**config.mk**
```make
export PLATFORM = sky130hd
export DESIGN_NAME = perf_latency_stats
export DESIGN_NICKNAME = d
export VERILOG_FILES = /design/src/rtl/perf_latency_stats.sv
export SDC_FILE = /design/constraint.sdc
export NUM_CORES = 2
export LEC_CHECK = 0
export ABC_CLOCK_PERIOD_IN_PS = 4330
export CAP_MARGIN = 30
export CORE_MARGIN = 3
export CORE_UTILIZATION = 35
export CTS_BUF_LIST = sky130_fd_sc_hd__clkbuf_16
export CTS_CLUSTER_SIZE = 8
export DETAILED_ROUTE_END_ITERATION = 7
export PLACE_DENSITY = 0.56
export SYNTH_ARGS = -nofsm -noshare
export SYNTH_HDL_FRONTEND = slang
export SYNTH_SLANG_ARGS = --single-unit
```
**constraint.sdc**
```tcl
create_clock -name clk_i -period 4.33 [get_ports clk_i]
set_clock_uncertainty 0.05 [all_clocks]
set_input_delay 0.866 -clock clk_i [delete_from_list [all_inputs] [get_ports clk_i]]
set_output_delay 0.866 -clock clk_i [all_outputs]
set_load 0.1 [all_outputs]
```
**src/rtl/perf_latency_stats.sv**
```systemverilog
// Latency statistics engine: consumes latency samples from the monitor FIFO,
// keeps live count/min/max/sum/histogram and publishes a coherent snapshot.
module perf_latency_stats #(
  parameter int LAT_WIDTH = 31,
  parameter int CNT_WIDTH = 32,
  parameter int SUM_WIDTH = 48,
  parameter int NUM_BINS  = 8,
  parameter int BIN_SHIFT = 4
) (
  input  logic                          clk_i,
  input  logic                          rst_ni,
  input  logic [LAT_WIDTH-1:0]          sample_i,
  input  logic                          sample_valid_i,
  output logic                          sample_ready_o,
  input  logic                          clear_i,
  input  logic                          snap_i,
  output logic                          snap_valid_o,
  output logic [CNT_WIDTH-1:0]          count_o,
  output logic [LAT_WIDTH-1:0]          min_o,
  output logic [LAT_WIDTH-1:0]          max_o,
  output logic [SUM_WIDTH-1:0]          sum_o,
  output logic                          sum_sat_o,
  output logic [NUM_BINS*CNT_WIDTH-1:0] hist_o
);

  localparam int BIN_W = $clog2(NUM_BINS);

  typedef enum logic {ST_RUN, ST_CLEAR} state_t;

  state_t                 state_reg, state_next;
  logic                   s1_valid_reg;
  logic [LAT_WIDTH-1:0]   s1_data_reg;
  logic                   accept;

  // live statistics and their post-update values
  logic [CNT_WIDTH-1:0]   cnt_reg, cnt_upd;
  logic [LAT_WIDTH-1:0]   min_reg, min_upd;
  logic [LAT_WIDTH-1:0]   max_reg, max_upd;
  logic [SUM_WIDTH-1:0]   sum_reg, sum_upd;
  logic                   sat_reg, sat_upd;
  logic [CNT_WIDTH-1:0]   hist_reg [NUM_BINS];
  logic [CNT_WIDTH-1:0]   hist_upd [NUM_BINS];

  // snapshot registers seen by the register map
  logic                   snap_pend_reg;
  logic                   snap_valid_reg;
  logic [CNT_WIDTH-1:0]   snap_cnt_reg;
  logic [LAT_WIDTH-1:0]   snap_min_reg;
  logic [LAT_WIDTH-1:0]   snap_max_reg;
  logic [SUM_WIDTH-1:0]   snap_sum_reg;
  logic                   snap_sat_reg;
  logic [CNT_WIDTH-1:0]   snap_hist_reg [NUM_BINS];

  logic [SUM_WIDTH:0]     sum_wide;
  logic [LAT_WIDTH-1:0]   bin_raw;
  logic [BIN_W-1:0]       bin_idx;

  // No accept in the clear_i cycle keeps stage 1 empty while in CLEAR.
  assign sample_ready_o = (state_reg == ST_RUN) && !clear_i;
  assign accept         = sample_valid_i && sample_ready_o;

  assign sum_wide = {1'b0, sum_reg} + {{(SUM_WIDTH + 1 - LAT_WIDTH){1'b0}}, s1_data_reg};
  assign bin_raw  = s1_data_reg >> BIN_SHIFT;
  assign bin_idx  = (bin_raw > LAT_WIDTH'(NUM_BINS - 1)) ? BIN_W'(NUM_BINS - 1)
                                                         : bin_raw[BIN_W-1:0];

  // FSM state register
  always_ff @(posedge clk_i or negedge rst_ni) begin
    if (!rst_ni) state_reg <= ST_RUN;
    else         state_reg <= state_next;
  end

  // FSM next state: CLEAR lasts exactly one cycle, clear_i inside it is ignored
  always_comb begin
    state_next = state_reg;
    case (state_reg)
      ST_RUN:   if (clear_i) state_next = ST_CLEAR;
      ST_CLEAR: state_next = ST_RUN;
      default:  state_next = ST_RUN;
    endcase
  end

  // Stage 1: register the accepted sample
  always_ff @(posedge clk_i or negedge rst_ni) begin
    if (!rst_ni) begin
      s1_valid_reg <= 1'b0;
      s1_data_reg  <= '0;
    end else begin
      s1_valid_reg <= accept;
      if (accept) s1_data_reg <= sample_i;
    end
  end

  // Scalar statistics after folding in the stage-1 sample (clear not applied)
  always_comb begin
    cnt_upd = cnt_reg;
    min_upd = min_reg;
    max_upd = max_reg;
    sum_upd = sum_reg;
    sat_upd = sat_reg;
    if (s1_valid_reg) begin
      if (cnt_reg != '1) cnt_upd = cnt_reg + 1'b1;
      if (s1_data_reg < min_reg) min_upd = s1_data_reg;
      if (s1_data_reg > max_reg) max_upd = s1_data_reg;
      if (sum_wide[SUM_WIDTH]) begin
        sum_upd = '1;
        sat_upd = 1'b1;
      end else begin
        sum_upd = sum_wide[SUM_WIDTH-1:0];
      end
    end
  end

  // Per-bin saturating increment and flattened snapshot output
  for (genvar gi = 0; gi < NUM_BINS; gi++) begin : g_bin
    assign hist_upd[gi] = (s1_valid_reg && (bin_idx == BIN_W'(gi)) && (hist_reg[gi] != '1))
                          ? hist_reg[gi] + 1'b1 : hist_reg[gi];
    assign hist_o[gi*CNT_WIDTH +: CNT_WIDTH] = snap_hist_reg[gi];
  end

  // Live statistics: load reset values when leaving CLEAR, otherwise update
  always_ff @(posedge clk_i or negedge rst_ni) begin
    if (!rst_ni) begin
      cnt_reg <= '0;
      min_reg <= '1;
      max_reg <= '0;
      sum_reg <= '0;
      sat_reg <= 1'b0;
      for (int i = 0; i < NUM_BINS; i++) hist_reg[i] <= '0;
    end else if (state_reg == ST_CLEAR) begin
      cnt_reg <= '0;
      min_reg <= '1;
      max_reg <= '0;
      sum_reg <= '0;
      sat_reg <= 1'b0;
      for (int i = 0; i < NUM_BINS; i++) hist_reg[i] <= '0;
    end else begin
      cnt_reg <= cnt_upd;
      min_reg <= min_upd;
      max_reg <= max_upd;
      sum_reg <= sum_upd;
      sat_reg <= sat_upd;
      for (int i = 0; i < NUM_BINS; i++) hist_reg[i] <= hist_upd[i];
    end
  end

  // Snapshot capture one cycle after snap_i; a repeat snap_i while pending merges
  always_ff @(posedge clk_i or negedge rst_ni) begin
    if (!rst_ni) begin
      snap_pend_reg  <= 1'b0;
      snap_valid_reg <= 1'b0;
      snap_cnt_reg   <= '0;
      snap_min_reg   <= '1;
      snap_max_reg   <= '0;
      snap_sum_reg   <= '0;
      snap_sat_reg   <= 1'b0;
      for (int i = 0; i < NUM_BINS; i++) snap_hist_reg[i] <= '0;
    end else begin
      snap_pend_reg  <= snap_i && !snap_pend_reg;
      snap_valid_reg <= snap_pend_reg;
      if (snap_pend_reg) begin
        snap_cnt_reg <= cnt_upd;
        snap_min_reg <= min_upd;
        snap_max_reg <= max_upd;
        snap_sum_reg <= sum_upd;
        snap_sat_reg <= sat_upd;
        for (int i = 0; i < NUM_BINS; i++) snap_hist_reg[i] <= hist_upd[i];
      end
    end
  end

  assign snap_valid_o = snap_valid_reg;
  assign count_o      = snap_cnt_reg;
  assign min_o        = snap_min_reg;
  assign max_o        = snap_max_reg;
  assign sum_o        = snap_sum_reg;
  assign sum_sat_o    = snap_sat_reg;

endmodule
```
==> impl_metrics.xml <==
<?xml version="1.0" encoding="UTF-8"?>
<metrics>
  <group name="outcome">
    <metric name="outcome" unit="">complete, no violations</metric>
  </group>
  <group name="placed_design">
    <metric name="gp_routability_congestion" unit="">0.828</metric>
    <metric name="dp_slack" unit="ps">631</metric>
    <metric name="postPlaceCellArea" unit="mm²">0.0451</metric>
    <metric name="hpwlAfterDp" unit="µm">75200</metric>
    <metric name="placement.io_buffers" unit="">436</metric>
  </group>
  <group name="clock_network">
    <metric name="cts.sink_count" unit="">833</metric>
    <metric name="clockRootBuffer" unit="">sky130_fd_sc_hd__clkbuf_16</metric>
    <metric name="cts-hold-fix-buffers" unit="">0</metric>
    <metric name="ctsResizeCount" unit="">0</metric>
    <metric name="worst_setup_hold_path_clk_slew" unit="ps">50</metric>
    <metric name="insertion_delay_to_the_later_sink_of_the_worst_skew_pair" unit="ps">680</metric>
    <metric name="cts_made_buffers" unit="">115</metric>
    <metric name="tritoncts_clock_tree" unit="">done</metric>
    <metric name="post-cts-setup-buffers" unit="">0</metric>
    <metric name="cts.path.max_buffers" unit="">3</metric>
    <metric name="h-tree-depth" unit="">3</metric>
  </group>
  <group name="yosys">
    <metric name="asyncSetResetFlopFracSynth" unit="">1.00</metric>
    <metric name="synth_enable_flop_cells" unit="">0</metric>
    <metric name="yosys.area.top_type" unit="">sky130_fd_sc_hd__dfrtp_1</metric>
    <metric name="syn_inst" unit="">3811</metric>
    <metric name="ys_seq_area_frac" unit="">0.554</metric>
    <metric name="synth_area_per_cell" unit="µm²">9.92</metric>
    <metric name="ys_seq_elements" unit="">833</metric>
    <metric name="synth.top_cells.by_area" unit="">sky130_fd_sc_hd__dfrtp_1, sky130_fd_sc_hd__nor2_1, sky130_fd_sc_hd__a21oi_1, sky130_fd_sc_hd__dfstp_2, sky130_fd_sc_hd__xor2_1</metric>
    <metric name="synth_cell_type_count" unit="">78</metric>
    <metric name="synthesis.area" unit="mm²">0.0378</metric>
    <metric name="synth.top_cell.area_share" unit="">0.510</metric>
    <metric name="syn-num-nets" unit="">3949</metric>
    <metric name="synth_flop_cell" unit="">sky130_fd_sc_hd__dfrtp_1</metric>
    <metric name="synthesis.yosys.warnings" unit="">0</metric>
  </group>
  <group name="drt">
    <metric name="drc_errors" unit="">0</metric>
    <metric name="post_detailed_route_wirelength_per_cell" unit="µm">18.8</metric>
    <metric name="drt_wl_total" unit="µm">108000</metric>
    <metric name="drt-pass1-iter-count" unit="">5</metric>
    <metric name="ant_nets" unit="">0</metric>
    <metric name="route.vias.total" unit="">28674</metric>
    <metric name="ratio_of_routed_vias_to_standard_cells" unit="">5.01</metric>
    <metric name="drt_first_iter_violations" unit="">1679</metric>
  </group>
  <group name="global_routing">
    <metric name="first_global_vias" unit="">29075</metric>
    <metric name="grt_antenna_before_repair" unit="">1</metric>
    <metric name="grt_first_pass_wirelength" unit="µm">170000</metric>
    <metric name="maximum_number_of_pins_on_one_net_before_global_route_repair" unit="">241</metric>
    <metric name="globalRouteOverflowTotal" unit="">0</metric>
    <metric name="track_usage" unit="">0.191</metric>
  </group>
  <group name="finish">
    <metric name="n_antenna_cell" unit="">0</metric>
    <metric name="final_common_cell" unit="">sky130_fd_sc_hd__nor2_1</metric>
    <metric name="layout-area-overhead-vs-synth" unit="%">27.5</metric>
    <metric name="finish.net_count" unit="">4436</metric>
    <metric name="most-common-layout-cells" unit="">sky130_fd_sc_hd__nor2_1, sky130_fd_sc_hd__dfrtp_1, sky130_fd_sc_hd__a21oi_1, sky130_fd_sc_hd__clkdlybuf4s50_1, sky130_fd_sc_hd__nand2_1</metric>
    <metric name="postLayoutCellArea" unit="mm²">0.0482</metric>
    <metric name="final_layout_size_suffix_gt1_frac" unit="">0.0828</metric>
  </group>
  <group name="timing">
    <metric name="setup_viol" unit="">0</metric>
    <metric name="setup_tns" unit="ps">0</metric>
    <metric name="worst_slack" unit="ps">642</metric>
    <metric name="final.min_clock_period" unit="ps">3690</metric>
    <metric name="achievable-frequency" unit="MHz">271</metric>
    <metric name="max_slew.worst_pin.slew" unit="ps">1340</metric>
    <metric name="final.hold.worst_slack" unit="ps">233</metric>
    <metric name="timing_hold_violations_final" unit="">0</metric>
    <metric name="slew_headroom" unit="">0.106</metric>
    <metric name="post-route-period-util" unit="">0.852</metric>
    <metric name="finalMaxSlewViolations" unit="">0</metric>
    <metric name="rsz0062_at_grt" unit="">no</metric>
  </group>
  <group name="die">
    <metric name="die_h" unit="µm">335</metric>
    <metric name="num_io_pins" unit="">437</metric>
    <metric name="core.rowCount" unit="">119</metric>
    <metric name="die-width" unit="µm">335</metric>
    <metric name="die_area" unit="mm²">0.112</metric>
    <metric name="design.core.area" unit="mm²">0.106</metric>
    <metric name="start_util" unit="">0.356</metric>
  </group>
  <group name="run">
    <metric name="drv.max_cap_violation_count" unit="">0</metric>
  </group>
  <group name="min_path">
    <metric name="timing.hold.worst.class" unit="">primary input to asynchronous set/reset pin</metric>
  </group>
  <group name="critical_path">
    <metric name="kind_of_critical_path" unit="">flip-flop to flip-flop</metric>
    <metric name="critPathArrivalTime" unit="ps">4160</metric>
    <metric name="startpoint_kind_of_the_worst_setup_timing_path" unit="">flip-flop</metric>
    <metric name="worst_r2r_startpoint" unit="">s1_data_reg[17]</metric>
    <metric name="critPathMaxFanout" unit="">7</metric>
    <metric name="required" unit="ps">4800</metric>
    <metric name="cp-startpoint" unit="">s1_data_reg[17]</metric>
    <metric name="critical_path.endpoint_type" unit="">flip-flop</metric>
  </group>
  <group name="power_and_ir_drop">
    <metric name="powerDensity" unit="mW/mm²">523</metric>
    <metric name="vdd_drop_max" unit="mV">0.369</metric>
    <metric name="total_leakage_power" unit="µW">0.0214</metric>
    <metric name="fin_total_pwr" unit="µW">25200</metric>
  </group>
</metrics>
[worst max-delay path: stages, from the launching register on]
cell and delay, ps:
sky130_fd_sc_hd__dfrtp_1 500, sky130_fd_sc_hd__nor4_1 750, sky130_fd_sc_hd__nand4_1 510, sky130_fd_sc_hd__nor4_4 630
sky130_fd_sc_hd__nand2_1 120, sky130_fd_sc_hd__nor4_2 470, sky130_fd_sc_hd__nand4_1 180, sky130_fd_sc_hd__xor2_1 220
sky130_fd_sc_hd__a21oi_1 90
[cells by family after synthesis]
family,count (synthesis),synth area share
compound gates,612,0.0910
xor+xnor,318,0.0737
fa+ha+maj,102,0.0340
buf+inv,272,0.0276
flops,833,0.554
mux,105,0.0289
simple gates,1569,0.191
[synth_stat cells (32+ instances only)]
master,n
sky130_fd_sc_hd__a21oi_1,432
sky130_fd_sc_hd__and3_1,57
sky130_fd_sc_hd__and4_1,39
sky130_fd_sc_hd__clkbuf_1,155
sky130_fd_sc_hd__dfrtp_1,771
sky130_fd_sc_hd__dfstp_2,62
sky130_fd_sc_hd__ha_1,101
sky130_fd_sc_hd__inv_1,103
sky130_fd_sc_hd__mux2_2,32
sky130_fd_sc_hd__mux2i_1,73
sky130_fd_sc_hd__nand2_1,169
sky130_fd_sc_hd__nand2b_1,39
sky130_fd_sc_hd__nand3_1,120
sky130_fd_sc_hd__nand4_1,91
sky130_fd_sc_hd__nor2_1,866
sky130_fd_sc_hd__nor3_1,68
sky130_fd_sc_hd__o21ai_0,55
sky130_fd_sc_hd__xnor2_1,158
sky130_fd_sc_hd__xor2_1,160
[metal layers]
layer | global-route usage | wire length (µm) | vias up
li1 | - | - | 13968
met1 | 0.262 | 49400 | 13936
met2 | 0.302 | 49000 | 609
met3 | 0.0423 | 6260 | 161
met4 | 0.0612 | 2850 | 0
met5 | 0 | 0 | -
[area by class of cell]
cell class / instances / area (µm²)
fillers: 10079 / 58000
flip-flops and latches: 833 / 20900
multi-input cells: 2706 / 15900
repair buffers: 538 / 6210
clock buffers: 115 / 2880
well taps: 1391 / 1740
inverters: 104 / 390
clock inverters: 38 / 195
[final timing paths]
check                                   end  slack, ps  cells past startpoint
worst max-delay path             hist_o[54]        640                      8
worst min-delay path            hist_o[182]        230                      1
worst max register to register   hist_o[54]        640                      8
worst min register to register     min_o[5]        440                      2
max in group asynchronous         min_o[29]       2880                      3
min in group clk_i                 min_o[5]        440                      2
[stage by stage]
stage               utilization  std cells
global placement          0.413       5526
CTS                       0.454       5723
floorplan                     -       3811
finish                    0.454       5725
global route              0.454       5725
detailed placement        0.425       5570
[power by group]
group          switching, µW  internal (µW)
Combinational           5880           2100
Sequential               670           8570
Clock                   3310           4660
No activity file was read; power rests on OpenSTA's default activity.
